==> src/rtl/pcs_sync_acq.sv <==
// pcs_sync_acq: 1000BASE-X receive code-group synchronization.
// Finds commas in the 10-bit stream, establishes even/odd alignment and
// tracks a bad-code-group level to decide when sync is held or lost.
module pcs_sync_acq #(
  parameter int CG_WIDTH   = 10,
  parameter int ACQ_COMMAS = 3,
  parameter int BAD_MAX    = 4,
  parameter int GOOD_CGS   = 4
) (
  input  logic                clk,
  input  logic                mr_main_reset,
  input  logic [CG_WIDTH-1:0] rx_code_group,
  input  logic                cg_valid,
  input  logic                cg_invalid,
  input  logic                signal_detect,
  output logic                sync_status,
  output logic                rx_even,
  output logic [CG_WIDTH-1:0] rx_cg_out,
  output logic                rx_cg_valid_out,
  output logic                lost_sync
);

  localparam logic [3:0] ACQ_N  = 4'(ACQ_COMMAS);
  localparam logic [3:0] BAD_N  = 4'(BAD_MAX);
  localparam logic [3:0] GOOD_N = 4'(GOOD_CGS);

  typedef enum logic [1:0] {
    LOSS_OF_SYNC,
    COMMA_DETECT,
    ACQUIRE_SYNC,
    SYNC_ACQUIRED
  } state_t;

  state_t     state;
  logic [3:0] comma_cnt;
  logic [3:0] bad_level;
  logic [3:0] good_cnt;

  logic       comma;
  logic       cgbad;
  logic [3:0] comma_inc;
  logic [3:0] bad_inc;
  logic [3:0] good_inc;

  // Comma window is the first seven transmitted bits (a..g).
  always_comb begin
    comma     = (rx_code_group[CG_WIDTH-1 -: 7] == 7'b0011111) ||
                (rx_code_group[CG_WIDTH-1 -: 7] == 7'b1100000);
    cgbad     = cg_invalid || (comma && rx_even);
    comma_inc = comma_cnt + 4'd1;
    bad_inc   = bad_level + 4'd1;
    good_inc  = good_cnt + 4'd1;
  end

  // Synchronization FSM with registered status, alignment and data outputs.
  always_ff @(posedge clk or negedge mr_main_reset) begin
    if (!mr_main_reset) begin
      state           <= LOSS_OF_SYNC;
      comma_cnt       <= '0;
      bad_level       <= '0;
      good_cnt        <= '0;
      sync_status     <= 1'b0;
      rx_even         <= 1'b0;
      rx_cg_out       <= '0;
      rx_cg_valid_out <= 1'b0;
      lost_sync       <= 1'b0;
    end else begin
      rx_cg_valid_out <= cg_valid;
      lost_sync       <= 1'b0;
      if (cg_valid) begin
        rx_cg_out <= rx_code_group;
      end

      if (!signal_detect) begin
        state       <= LOSS_OF_SYNC;
        sync_status <= 1'b0;
        lost_sync   <= (state == SYNC_ACQUIRED);
        if (cg_valid) begin
          rx_even <= ~rx_even;
        end
      end else if (cg_valid) begin
        // Plain toggle; the branches below override where alignment is forced.
        rx_even <= ~rx_even;
        case (state)
          LOSS_OF_SYNC: begin
            if (comma) begin
              comma_cnt <= 4'd1;
              rx_even   <= 1'b1;
              if (ACQ_N == 4'd1) begin
                state       <= SYNC_ACQUIRED;
                sync_status <= 1'b1;
                bad_level   <= '0;
                good_cnt    <= '0;
              end else begin
                state <= COMMA_DETECT;
              end
            end
          end

          COMMA_DETECT: begin
            if (!cg_invalid && !comma) begin
              state   <= ACQUIRE_SYNC;
              rx_even <= 1'b0;
            end else begin
              state <= LOSS_OF_SYNC;
            end
          end

          ACQUIRE_SYNC: begin
            if (cgbad) begin
              state <= LOSS_OF_SYNC;
            end else if (comma) begin
              // Not cgbad, so this comma sits in an even position.
              comma_cnt <= comma_inc;
              rx_even   <= 1'b1;
              if (comma_inc == ACQ_N) begin
                state       <= SYNC_ACQUIRED;
                sync_status <= 1'b1;
                bad_level   <= '0;
                good_cnt    <= '0;
              end else begin
                state <= COMMA_DETECT;
              end
            end
          end

          SYNC_ACQUIRED: begin
            // An even comma forces rx_even to 1, which the toggle already does.
            if (cgbad) begin
              bad_level <= bad_inc;
              good_cnt  <= '0;
              if (bad_inc == BAD_N) begin
                state       <= LOSS_OF_SYNC;
                sync_status <= 1'b0;
                lost_sync   <= 1'b1;
              end
            end else if (bad_level != '0) begin
              if (good_inc == GOOD_N) begin
                bad_level <= bad_level - 4'd1;
                good_cnt  <= '0;
              end else begin
                good_cnt <= good_inc;
              end
            end
          end

          default: begin
            state <= LOSS_OF_SYNC;
          end
        endcase
      end
    end
  end

endmodule

==> config.mk <==
export PLATFORM = sky130hd
export DESIGN_NAME = pcs_sync_acq
export DESIGN_NICKNAME = d
export VERILOG_FILES = /design/src/rtl/pcs_sync_acq.sv
export SDC_FILE = /design/constraint.sdc
export NUM_CORES = 1
export LEC_CHECK = 0
export CELL_PAD_IN_SITES_DETAIL_PLACEMENT = 0
export CELL_PAD_IN_SITES_GLOBAL_PLACEMENT = 1
export CORE_AREA = 2 2 52 90
export CTS_CLUSTER_DIAMETER = 200
export DETAILED_ROUTE_END_ITERATION = 8
export DIE_AREA = 0 0 54 92
export PLACE_DENSITY = 0.75
export REMOVE_ABC_BUFFERS = 1
export SLEW_MARGIN = 30
export SYNTH_ARGS = -nofsm -noshare
export SYNTH_HDL_FRONTEND = slang
export SYNTH_SLANG_ARGS = --single-unit
==> constraint.sdc <==
create_clock -name clk -period 2.5 [get_ports clk]
set_input_delay 0.5 -clock clk [delete_from_list [all_inputs] [get_ports clk]]
set_output_delay 0.5 -clock clk [all_outputs]
set_load 0.05 [all_outputs]
==> Word level (Yosys, flattened, before mapping) <==
Index checks and enable logic that the tools add are counted.
Widths: inputs -> output; s select.
{ "classes": {"add_sub_neg": 4, "eq_ne": 23, "mux": 45, "bitwise_logic": 1, "reduce_logical": 15} }
{ "ops": {"columns": ["cell", "n"], "rows": [
  ["$mux 4", 12],
  ["$pmux 4 s2", 3],
  ["$mux 1", 18],
  ["$mux 2", 9],
  ["$ne 3x3->1 const B", 5],
  ["$reduce_and 7->1", 2],
  ["$add 4x1->4 const B", 3],
  ["$ne 2x2->1 const B", 5],
  ["$ne 3x2->1 const B", 3],
  ["$eq 4x3->1 const B", 2],
  ["$pmux 2 s4", 1],
  ["$reduce_and 8->1", 1],
  ["$eq 7x5->1 const B", 1],
  ["$eq 7x7->1 const B", 1],
  ["$reduce_and 6->1", 1],
  ["$reduce_and 5->1", 1],
  ["$eq 2x2->1 const B", 2],
  ["$eq 4x2->1 const B", 1],
  ["$ne 4x4->1 const B", 1],
  ["$reduce_bool 2->1", 2],
  ["$reduce_bool 4->1", 1],
  ["$sub 4x1->4 const B", 1],
  ["$ne 3x1->1 const B", 1],
  ["$pmux 1 s3", 1],
  ["other kinds (7)", 10]
]} }
{ "totals": {"reg_bits": 28, "in_bits": 15, "output_inout_bits": 14, "elab_cells": 97} }

==> Depth between registers and ports, before layout <==
{ "depth": {"word_depth": 8, "mapped_depth": 9} }

==> Least setup slack after synthesis <==
Ideal clock, no wire load.
{ "synth_timing": {"path_type": "register to register", "startpoint": "reg rx_even", "endpoint": "reg comma_cnt[1]", "setup_time_ns": 0.121, "t_arrival_ns": 2.192, "path_slack_ns": 0.187, "path_stages_with_launch": 7, "path_buffers": 0, "path_cell_list": "dfrtp_1 > nor4b_4 > a221oi_4 > o21ai_1 > a21oi_2 > or3b_2 > a22o_1"} }
{ "synth_via": {"elab_chain_cells": 4} }
{ "synth_lines": {"columns": ["item", "line_no", "text"], "rows": [
  ["from (decl)", "17", "output logic rx_even,"],
  ["from (signal assigned)", "79", "rx_even <= ~rx_even;"],
  ["from (signal assigned)", "83", "rx_even <= ~rx_even;"],
  ["$logic_and 1x1->1", "49", "cgbad = cg_invalid || (comma && rx_even);"],
  ["$logic_or 1x1->1", "49", null],
  ["$ne 2x2->1 (no source line)", null, null],
  ["$reduce_and 6->1 (no source line)", null, null],
  ["to (signal assigned)", "114", "comma_cnt <= comma_inc;"],
  ["to (decl)", "35", "logic [3:0] comma_cnt;"]
]} }
Every way passes these cells.
A chain may end at the register's enable or synchronous reset.

==> Final worst setup path <==
{ "layout_timing": {"startpoint": "in rx_code_group[4]", "endpoint": "reg bad_level[3]"} }
{ "layout_via": {"elab_chain_cells": 6, "word_cells_on_any_way": 12} }
{ "layout_lines": {"columns": ["item", "line_no", "text"], "rows": [
  ["from (decl)", "12", "input logic [CG_WIDTH-1:0] rx_code_group,"],
  ["$eq 7x5->1 / $eq 7x7->1 (equally long branches)", "47, 48", null],
  ["$logic_or 1x1->1 *", "47", "comma = (rx_code_group[CG_WIDTH-1 -: 7] == 7'b0011111) ||"],
  ["$logic_and 1x1->1", "49", null],
  ["$logic_or 1x1->1", "49", null],
  ["$ne 3x2->1 (no source line) (tied with other cells)", null, null],
  ["$reduce_and 8->1 (no source line) / $pmux 4 s2 (equally long branches)", null, null],
  ["to (signal assigned)", "130", "bad_level <= bad_inc;"],
  ["to (signal assigned)", "139", "bad_level <= bad_level - 4'd1;"],
  ["to (decl)", "36", "logic [3:0] bad_level;"]
]} }
Mark *: on every way between the ends. The rest lies on a longest branch, timed or not.

==> impl_metrics.csv <==
group,metric,value,unit
run_status,outcome,"complete, no violations",
clock_tree,cts_htree_levels,1,
finish,fillCellCount,405,
synth,synth-seq-cells,28,
hold_path,hold_start,"comma_cnt[0]$_DFFE_PN0P_",
power,p_leak,0.953,nW
detailed_routing,post_drt_wl_per_cell,15.0,um
hold_path,hp-class,"flip-flop to flip-flop",
placement,dp_hpwl,3020,um
timing,worst_pin_slew,514,ps
floorplan,die_w,54,um
detailed_routing,drtAntennaViolNets,0,
worst_setup_path,cp-startpoint,"rx_code_group[4]",
worst_setup_path,r2r-start,"comma_cnt[0]$_DFFE_PN0P_",
finish,finalNetCount,230,
detailed_routing,first_iter_violations,14,
run,cap_viol_max_count,0,
power,power_density,497,nW/um^2
finish,final_cell_count_no_fill,258,
placement,dp.cells,252,
global_route,grt_first_pass_wirelength,6310,um
timing,fin_setup_tns,0,ps
timing,finalHoldViolations,0,
detailed_routing,first_pass_iters,4,
synth,synthTopCellsByCount,"28 x dfrtp_1, 16 x nand2_1, 11 x mux2_2, 10 x inv_1, 8 x a21oi_1",
timing,finalSetupViolations,0,
timing,max_slew_margin,65.6,%
timing,fmax,0.421,GHz
global_route,grt_remaining_overflow,0,
worst_setup_path,required,2690,ps
worst_setup_path,crit_path_max_fanout,5,
floorplan,die_area,4970,sq um
synth,synth_edf_count,0,
placement,place_worst_setup_slack,-198,ps
clock_tree,ctsHoldBuffers,0,
worst_setup_path,worstSetupStartpointType,"input pin",
synth,netlist_area,1630,sq um
synth,synth_top_area_cell,"dfrtp_1",
power,ir_drop,276,uV
synth,yosysWarnings,0,
finish,area_growth,37.1,%
synth,ys_seq_area_share,43.0,%
floorplan,coreArea,4320,sq um
synth,netlist_instances,158,
placement,io_buffers,28,
global_route,antenna_found_initial,0,
synth,netlist.area_leader.share,43.0,%
clock_tree,insertion_delay,280,ps
timing,setup_ws,127,ps
finish,diodes,0,
synth,synth.avg_cell_area,10.3,sq um
clock_tree,clock-sinks,28,
finish,final_util,51.6,%
floorplan,initial_core_util,37.6,%
timing,fin_crit_sh,94.9,%
synth,ys.flop_type,"dfrtp_1",
detailed_routing,routed_via_density,5.27,
detailed_routing,vias,1360,
timing,final.setup_skew,7.75,ps
placement,gp_congestion,0.812,
clock_tree,clk_pin_slew,90,ps
synth,synthArstFlopShare,100,%
synth,ys_types,46,
timing,whs,516,ps
floorplan,dieHeight,92,um
finish,drive_gt1_share,25.6,%
detailed_routing,drt_wl_total,3860,um
clock_tree,cts_buffer_depth,2,
worst_setup_path,arrival,2560,ps
placement,placed_area,2100,sq um
worst_setup_path,end_kind,"flip-flop",
worst_setup_path,timing_worst_setup_path_type,"input pin to flip-flop",
clock_tree,root_buffer,"clkbuf_8",
clock_tree,cts_tree,"done",
power,power,1.11,mW
synth,synth_most_common_cell,"dfrtp_1",
floorplan,io_pins,29,
global_route,grt_max_degree,29,
timing,drv_slew,0,
detailed_routing,drc_errors,0,
finish,final_design_area_no_fill,2230,sq um
clock_tree,cts_buffers,3,
global_route,grt_usage,16.9,%
synth,synthTopCellsByArea,"dfrtp_1 43%, mux2_2 7.6%, ha_1 5.4%",
global_route,grt_pass1_vias,1411,
timing,min_period,2370,ps
floorplan,rows,32,
flip-flops by register name, indices dropped and copies added (netlist names):
register,count
bad_level,4
comma_cnt,4
good_cnt,4
lost_sync,1
rx_cg_out,10
rx_cg_valid_out,1
rx_even,1
state,2
sync_status,1
routing by layer:
metal	vias to the layer above	global-route usage, %	wire length (um)
met3	6	1.47	48
met2	11	30.8	2240
met4	0	6.88	68
met5	-	0	0
met1	667	19.0	1500
li1	676	-	-
placed cells by master (no fill, tap or decap), types with 3 or more instances in the layout:
cell	Yosys	final
inv_1	10	10
nor2_1	5	5
nor2b_1	4	4
buf_4	0	21
nand2b_1	5	5
o21ai_0	6	6
o22ai_1	3	3
nand2_1	16	16
mux2i_1	4	4
dfrtp_1	28	27
clkbuf_8	0	3
clkdlybuf4s50_1	0	28
mux2_2	11	11
nor3_1	5	5
a21oi_1	8	8
nand3_1	4	4
ha_1	7	6
kinds of logic (layout without fill, tap and decap cells):
kind of cell    count (synthesis)  after routing  synth area share [%]
simple gates                   57             57                  21.2
fa+ha+maj                       7              7                  5.38
compound gates                 37             37                  16.8
mux                            15             15                  10.1
flops                          28             28                  43.0
buf+inv                        14             63                  3.46
worst paths after layout:
check,endpoint,slack (ps),cells past startpoint
max,bad_level[3]$_DFFE_PN0P_,130,8
min,comma_cnt[0]$_DFFE_PN0P_,520,1
min in group asynchronous,comma_cnt[2]$_DFFE_PN0P_,600,2
min reg2reg,comma_cnt[0]$_DFFE_PN0P_,520,1
max in group asynchronous,comma_cnt[0]$_DFFE_PN0P_,1610,2
max reg2reg,bad_level[3]$_DFFE_PN0P_,160,7
final cells by class:
| class | count | area, sq um | area share, % |
|---|---|---|---|
| clock inverter | 1 | 30.0 | 1.35 |
| timing repair buffer | 49 | 438 | 19.6 |
| sequential | 28 | 702 | 31.4 |
| inverter | 10 | 37.5 | 1.68 |
| clock buffer | 3 | 41.3 | 1.85 |
| multi-input combinational | 116 | 920 | 41.2 |
| tap | 51 | 63.8 | 2.86 |
report_power, final:
part | internal, mW | switching, mW
logic | 0.106 | 0.140
clock network | 0.214 | 0.143
registers | 0.480 | 0.0258
total | 0.800 | 0.308
critical path, cell delays in order:
cell and delay, ps:
clkdlybuf4s50_1 490, buf_4 180, nor3_1 200, a22oi_1 150, and3b_2 280, o2111ai_4 150, or3_4 420, o31ai_2 210
timing repair:
item	4_1_cts	5_1_grt
gates resized for setup	0	10
endpoints found under the setup margin	0	3
buffers inserted	0	2
endpoints found under the hold margin	0	0
Note: power is estimated with default switching activity, not from simulation.
